$ cat config.mk
export PLATFORM = sky130hd
export DESIGN_NAME = operand_loader
export DESIGN_NICKNAME = d
export VERILOG_FILES = /design/src/rtl/alu_io_pkg.sv /design/src/rtl/operand_loader.sv
export SDC_FILE = /design/constraint.sdc
export NUM_CORES = 1
export LEC_CHECK = 0
export ABC_AREA = 1
export ABC_CLOCK_PERIOD_IN_PS = 4500
export BUFFER_PORTS_ARGS = -buffer_cell sky130_fd_sc_hd__buf_2
export CORE_MARGIN = 2
export CORE_UTILIZATION = 50
export CTS_CLUSTER_DIAMETER = 30
export DETAILED_ROUTE_END_ITERATION = 16
export PLACE_DENSITY = 0.9
export SETUP_SLACK_MARGIN = 0.1
export SLEW_MARGIN = 40
export SYNTH_ARGS = -nofsm -noshare
export SYNTH_HDL_FRONTEND = slang
export SYNTH_SLANG_ARGS = --single-unit
$ cat constraint.sdc
create_clock -name clk -period 4.5 [get_ports clk]
set_input_delay 0.675 -clock clk [delete_from_list [all_inputs] [get_ports clk]]
set_output_delay 0.675 -clock clk [all_outputs]
set_load 0.05 [all_outputs]
$ cat src/rtl/alu_io_pkg.sv
// Constants and state encoding shared by the ALU operand loader, the result
// register and the ALU core.
package alu_io_pkg;

    localparam int WORD_W = 32;
    localparam int OUT_W  = 128;

    typedef enum logic {
        LOAD = 1'b0,
        FULL = 1'b1
    } state_t;

endpackage : alu_io_pkg

$ cat src/rtl/operand_loader.sv
// Assembles a {A, B} operand bundle from a narrow word stream (MSW first) and
// holds it for the ALU datapath until the datapath accepts it.
module operand_loader
    import alu_io_pkg::*;
#(
    parameter int WORD_W = alu_io_pkg::WORD_W,
    parameter int OUT_W  = alu_io_pkg::OUT_W
) (
    input  logic              clk,
    input  logic              rst,
    input  logic [WORD_W-1:0] in,
    input  logic              in_valid,
    input  logic              in_last,
    output logic              in_ready,
    output logic [OUT_W-1:0]  out,
    output logic              out_valid,
    input  logic              out_ready,
    output logic              err
);

    localparam int WORDS = OUT_W / WORD_W;
    localparam int IDX_W = (WORDS > 1) ? $clog2(WORDS) : 1;
    localparam logic [IDX_W-1:0] IDX_MAX = IDX_W'(WORDS - 1);

    state_t             state_reg;
    logic [IDX_W-1:0]   idx_reg;
    logic               err_reg;
    logic [WORD_W-1:0]  slot_reg [WORDS];

    logic in_xfer;
    logic short_last;

    assign in_ready   = (state_reg == LOAD) && !rst;
    assign out_valid  = (state_reg == FULL);
    assign err        = err_reg;
    assign in_xfer    = in_valid && in_ready;
    // A last word arriving before the final slot ends the bundle early.
    assign short_last = in_xfer && in_last && (idx_reg != IDX_MAX);

    // Slot gi holds word index gi; word 0 lands in the most significant slot.
    generate
        for (genvar gi = 0; gi < WORDS; gi++) begin : g_slot
            always_ff @(posedge clk) begin
                if (rst) begin
                    slot_reg[gi] <= '0;
                end else if (in_xfer) begin
                    if (idx_reg == IDX_W'(gi)) begin
                        slot_reg[gi] <= in;
                    end else if (short_last && (IDX_W'(gi) > idx_reg)) begin
                        slot_reg[gi] <= '0;
                    end
                end
            end

            assign out[OUT_W-1-gi*WORD_W -: WORD_W] = slot_reg[gi];
        end
    endgenerate

    always_ff @(posedge clk) begin
        if (rst) begin
            state_reg <= LOAD;
            idx_reg   <= '0;
            err_reg   <= 1'b0;
        end else begin
            case (state_reg)
                LOAD: begin
                    if (in_xfer) begin
                        if (idx_reg == IDX_MAX) begin
                            state_reg <= FULL;
                            if (!in_last) begin
                                err_reg <= 1'b1;
                            end
                        end else if (in_last) begin
                            state_reg <= FULL;
                            err_reg   <= 1'b1;
                        end else begin
                            idx_reg <= idx_reg + 1'b1;
                        end
                    end
                end
                FULL: begin
                    if (out_ready) begin
                        state_reg <= LOAD;
                        idx_reg   <= '0;
                    end
                end
                default: begin
                    state_reg <= LOAD;
                    idx_reg   <= '0;
                end
            endcase
        end
    end

endmodule : operand_loader

==> key figures, run 1 <==
Timing
  • Setup tns final: 0 ns
  • Max-slew violation count: 0
  • Fmax: 396 MHz
  • RSZ-0062 raised after global routing: no
  • Relative slew margins: 52.4%
  • Hold Vio Cnt, Final: 0
  • Slew @ Worst Pin: 0.713 ns
  • Clk_skew: 0.00877 ns
  • Minimum clock period: 2.53 ns
  • Final period utilization: 56.1%
  • Setup violators final: 0

Floorplan
  • Core Footprint: 9680 um^2
  • Floorplan row count: 36
  • Die Footprint: 10700 um^2
  • DIE WIDTH: 104 um
  • Chip height: 104 um
  • Top-Level Pins: 168
  • Initial core utilization: 51.2%

Drt
  • Post-route DRC violation count: 0
  • Via/cell ratio: 4.89
  • DR WL/cell: 16.2 um
  • DRT iter0 DRCs: 222
  • Final WL: 11.0 mm
  • ANT nets after route: 0
  • Pre-Repair DR Iteration Count: 4
  • Vias: 3309

Synthesis
  • Sequential area share after synthesis: 79.2%
  • Area leader, netlist: edfxtp_1
  • Post-synthesis cell area: 4960 um^2
  • Syn nets: 396
  • Yosys cell types: 19
  • Cells after Synth: 354
  • Synth Warn #: 0
  • Post-synth top area share: 77.5%
  • Synth Register Bits: 132
  • Count leader, synth: edfxtp_1
  • Syn Area/Cell: 14.0 um^2
  • FFs w/ async S/R, synth: 0%
  • Post-synth top flop: edfxtp_1
  • Post-synth EDFFs: 128
  • Ranking of synthesized cells by area: edfxtp_1 (78%), nor2_1 (9.5%), inv_1 (3.3%), buf_6 (2.7%), dfxtp_1 (1.6%)
  • Top cells by count, synth: edfxtp_1 (128), nor2_1 (126), inv_1 (44)

Worst setup path
  • CP Class: reg -> reg
  • Nature of the critical path endpoint: register
  • Req. time, crit path: 4.75 ns
  • Setup crit start kind: register
  • Crit-path cells: inv_1, ha_1, inv_1, nor2_2, inv_2, nand2_1, buf_4
  • Critical Path Fanout Max: 33
  • Worst Path Arrival: 2.77 ns
  • CP max-delay cell: nand2_1
  • Most used cell, CP: inv_1
  • Critical Path Max Stage Delay: 0.60 ns

Placement
  • GP Congestion: 0.758
  • Post-detail-place hpwl: 7.39 mm
  • Placed Instances: 644
  • I/O Buffers: 167
  • Placed instance area: 5870 um^2

Clock network
  • Postcts setup bufs: 0
  • Clock root cell: clkbuf_8
  • Inserted Clock Buffers: 17
  • Number of hold buffers added after cts: 0
  • CTS tree: yes
  • Clk slew on worst S/H paths: 0.06 ns
  • H-tree level count: 4
  • Post-cts gate resize count: 0
  • Clock Path Buffers: 2
  • Total clock sinks: 132
  • Clock network latency to the later pin of the worst-skew pair: 0.51 ns

Global route
  • GR met2 Demand/Resource: 36.0%
  • Initial antenna violation count: 0
  • Largest net degree at the start of global routing: 34
  • Met3 Use GR: 6.86%
  • Vias in the first global route: 3228
  • Total GRT Usage: 20.5%
  • Layer with the highest usage: met2
  • First-pass GRT wire length: 16.5 mm
  • GR Overflow Total: 0
  • Met1 Use GR: 23.1%

Run
  • Max-cap viol count: 0

Layout
  • Share of layout cells above drive strength 1: 39.6%
  • Final net count: 572
  • Largest register FFs: 128
  • N_diodes: 0
  • Final Non-Filler Cells: 676
  • Layout area overhead: 31.3%
  • Finished Cell Area: 6510 um^2
  • Util after Layout: 67.2%

Power and ir drop
  • PD cells: 508 nW/um^2
  • Max VDD drop: 0.000280 V
  • Design Power: 3310 uW
  • Leakage: 0.00309 uW

Worst hold path
  • Hold WC Path Type: in -> reg

Run status
  • Outcome: completed
-- where the power goes --
group / leakage [uW] / switching (uW) / internal (uW)
clock network: 0.000309 / 488 / 949
registers: 0.00138 / 23.5 / 1420
logic: 0.00140 / 352 / 71.4
total: 0.00309 / 863 / 2440
-- path summary, 6_finish.rpt --
| kind | from | to | slack [ns] | cells after the start |
|---|---|---|---|---|
| setup reg to reg | idx_reg[0] | slot_reg[0][10] | 1.97 | 7 |
| hold / removal | rst | out_valid | 0.42 | 2 |
| setup / recovery | idx_reg[0] | slot_reg[0][10] | 1.97 | 7 |
| hold reg to reg | err | err | 0.47 | 2 |
-- layout by cell type (no fill, tap or decap), drive strengths merged --
cell        n
buf       169
nor2      131
edfxtp    128
inv        46
clkbuf     17
nand2      14
clkinv      9
ha          5
bufinv      5
a21oi       4
dfxtp       4
nand3       4
nand4       2
o21ai       2
nor3        1
or2         1
clkinvlp    1
-- critical path: cells and delay by family (launching register included) --
family                   cells  cell delay [ns]
adder cells (fa/ha/maj)      1             0.20
buffers and inverters        4             1.00
flip-flops                   1             0.41
AND/OR/NAND/NOR              2             0.65
-- routing by layer --
layer,up-vias,routed length [um]
li1,1523,-
met1,1611,4110
met2,157,5860
met3,18,872
met4,0,142
met5,-,0
-- per-stage QoR --
stage	hold slack (ns)	worst slack, ns
after floorplan	0.466	0.593
after global placement	0.448	1.78
after detailed placement	0.469	1.64
after CTS	0.415	1.95
after global routing	0.441	1.76
final	0.425	1.97
-- area by class of cell --
cell class / instances / area (um^2)
inverter: 46 / 175
fill: 687 / 3170
clock buffer: 17 / 414
tap: 133 / 166
clock inverter: 15 / 213
multi-input combinational: 164 / 759
sequential: 132 / 3920
timing repair buffer: 169 / 858
-- kinds of logic after synthesis --
kind of cell | share of synthesized area, %
adders and majority gates | 1.26
buffers and inverters | 6.26
DFF | 79.2
and+or+nand+nor | 12.7
AOI/OAI and AO/OA | 0.606
No activity file was read; power rests on OpenSTA's default activity.
==> run 2, diff against run 1 <==
--- a/config.mk
+++ b/config.mk
@@ -6,7 +6,7 @@
 export NUM_CORES = 1
 export LEC_CHECK = 0
 export ABC_AREA = 1
-export ABC_CLOCK_PERIOD_IN_PS = 4500
+export ABC_CLOCK_PERIOD_IN_PS = 2590
 export BUFFER_PORTS_ARGS = -buffer_cell sky130_fd_sc_hd__buf_2
 export CORE_MARGIN = 2
 export CORE_UTILIZATION = 50
==> constraint.sdc (replaced) <==
create_clock -name clk -period 2.59 [get_ports clk]
set_input_delay 0.3885 -clock clk [delete_from_list [all_inputs] [get_ports clk]]
set_output_delay 0.3885 -clock clk [all_outputs]
set_load 0.05 [all_outputs]
==> run 2 against run 1 <==
Global-route usage up 2.4 points. Die area unchanged. Clock-buffer cell count did not move. Utilization up 0.30 points. Clock power increased by 66%. Register-to-register slack lost 1.3 ns. Final cell count increased by 0.74%. Power is 71% higher. First-iteration DRC count grew 28%. Sequential power grew 74%. Design area is 0.44% higher. Worst hold slack got worse by 0.28 ns. Critical path type unchanged. Critical endpoint is now slot_reg[0][29].
==> key figures, run 2 (same netlist as run 1, synthesis figures left out) <==
Drt
  • DRT iter0 DRCs: 285 (+28%)
  • Final WL: 11.8 mm (+7.5%)
  • Post-route DRC violation count: 0 (unchanged)
  • DR WL/cell: 17.3 um (+6.7%)
  • Vias: 3353 (+1.3%)
  • Via/cell ratio: 4.92 (+0.59%)
  • Pre-Repair DR Iteration Count: 5 (+1)
  • ANT nets after route: 0 (unchanged)

Worst setup path
  • Depth of the most critical reg-to-reg path: 7 (unchanged)
  • Flop2flop setup slack: 0.66 ns (-1.31 ns)
  • Critical Path Fanout Max: 33 (unchanged)
  • CP Class: reg -> reg
  • Nature of the critical path endpoint: register
  • Worst Path Arrival: 2.17 ns (-0.60 ns)
  • Setup crit start kind: register
  • Req. time, crit path: 2.84 ns (-1.91 ns)

Timing
  • Fmax: 519 MHz (+31%)
  • RSZ-0062 raised after global routing: no
  • Relative slew margins: 61.3% (+9.0 points)
  • Post-route setup slack: 0.663 ns (-1.31 ns)
  • Final period utilization: 74.4% (+18 points)
  • Clk_skew: 0.00496 ns (-0.00381 ns)
  • Slew @ Worst Pin: 0.578 ns (-0.135 ns)
  • Hold Vio Cnt, Final: 0 (unchanged)
  • Setup tns final: 0 ns (unchanged)
  • Minimum clock period: 1.93 ns (-0.600 ns)
  • Setup violators final: 0 (unchanged)
  • Max-slew violation count: 0 (unchanged)

Power and ir drop
  • Fraction of power consumed by sequential logic: 44.5% (+0.7 points)
  • Design Power: 5670 uW (+71%)
  • Max VDD drop: 0.000419 V (+50%)
  • Clock share of power: 42.2% (-1.2 points)
  • Comb pwr share: 13.3% (+0.5 points)
  • Pint: 4160 uW (+70%)
  • Leakage: 0.00309 uW (+0.19%)
  • PD cells: 867 nW/um^2 (+71%)
  • Switching Fraction: 26.7% (+0.55 points)
  • Psw: 1510 uW (+75%)

Global route
  • Total GRT Usage: 22.9% (+2.4 points)
  • GR Overflow Total: 0 (unchanged)
  • Initial antenna violation count: 0 (unchanged)
  • Vias in the first global route: 3497 (+8.3%)
  • First-pass GRT wire length: 18.3 mm (+11%)
  • Largest net degree at the start of global routing: 34 (unchanged)

Placement
  • Post-Place Worst Slack: 0.655 ns (-0.983 ns)
  • I/O Buffers: 167 (unchanged)
  • GP Congestion: 0.796 (+5.0%)
  • Placed instance area: 5940 um^2 (+1.2%)
  • Post-detail-place hpwl: 8.05 mm (+8.8%)

Floorplan
  • Initial core utilization: 51.2% (unchanged)
  • DIE WIDTH: 104 um (unchanged)
  • Core Footprint: 9680 um^2 (unchanged)
  • Chip height: 104 um (unchanged)
  • Floorplan row count: 36 (unchanged)
  • Top-Level Pins: 168 (unchanged)
  • Die Footprint: 10700 um^2 (unchanged)

Run
  • Max-cap viol count: 0 (unchanged)

Clock network
  • Total clock sinks: 132 (unchanged)
  • H-tree level count: 4 (unchanged)
  • Inserted Clock Buffers: 17 (unchanged)
  • Clock root cell: clkbuf_8
  • Post-cts gate resize count: 0 (unchanged)
  • Clock network latency to the later pin of the worst-skew pair: 0.51 ns (about the same)
  • CTS tree: yes
  • Clock Path Buffers: 2 (unchanged)
  • Postcts setup bufs: 0 (unchanged)
  • Clk slew on worst S/H paths: 0.06 ns (about the same)
  • Number of hold buffers added after cts: 0 (unchanged)

Run status
  • Outcome: completed

Layout
  • Commonest non-fill, non-tap cell in the layout: buf_2
  • Layout area overhead: 31.9%
  • Largest register FFs: 128 (unchanged)
  • Most frequent cells in the layout: buf_2 (167), edfxtp_1 (128), nor2_1 (126)
  • Util after Layout: 67.5% (+0.30 points)
  • Final net count: 577 (+0.87%)
  • N_diodes: 0 (unchanged)
  • Share of layout cells above drive strength 1: 39.8% (+0.19 points)
  • Finished Cell Area: 6540 um^2 (+0.44%)

Worst hold path
  • Worst hold path stage count: 2 (unchanged)
  • Hold WC Path Type: in -> reg
==> run 2: cell count changes in the layout (fill, tap and decap cells not counted), moves of 2 or more <==
cell and delta:
nand3_4 -2, nand3_2 +2, clkinv_1 +2, buf_4 +3, buf_12 +3, clkinvlp_4 +3
clkinv_2 -3
==> run 2: final timing paths <==
kind	from	to
min reg2reg	err	err
min	rst	err
max	idx_reg[0]	slot_reg[0][29]
max reg2reg	idx_reg[0]	slot_reg[0][29]
==> run 2: layout make-up <==
type                    instances  area [um^2]
repair buffers                174          926
fillers                       681         3150
clock inverters                15          189
inverters                      46          175
flip-flops and latches        132         3920
well taps                     133          166
clock buffers                  17          414
multi-input cells             164          744
==> run 2: power groups by stage <==
stage               clock (uW)  combinational (uW)  sequential [uW]
detailed placement           0                 753             2560
global route              2500                 784             2530
finish                    2390                 754             2520
CTS                       2410                 757             2520
global placement             0                 737             2560
floorplan                    0                 118             2980
==> run 2: critical path, stage by stage (launching register included) <==
cell,delay (ns)
dfxtp_1,0.39
inv_1,0.10
ha_1,0.22
inv_1,0.07
nor2_2,0.04
inv_2,0.42
nand2_1,0.14
buf_4,0.26
==> run 2: per-stage QoR <==
step	instances	hold WS (ns)
global route	681	0.154
floorplan	354	0.458
CTS	681	0.129
finish	681	0.144
detailed placement	649	0.447
global placement	649	0.446
==> run 2: metal layers <==
layer,part of all wire (%),GRT usage [%],vias to the layer above
li1,-,-,1528
met1,36,25.8,1613
met2,54,40.2,182
met3,7.1,7.30,30
met4,2.4,9.46,0
met5,0,0,-
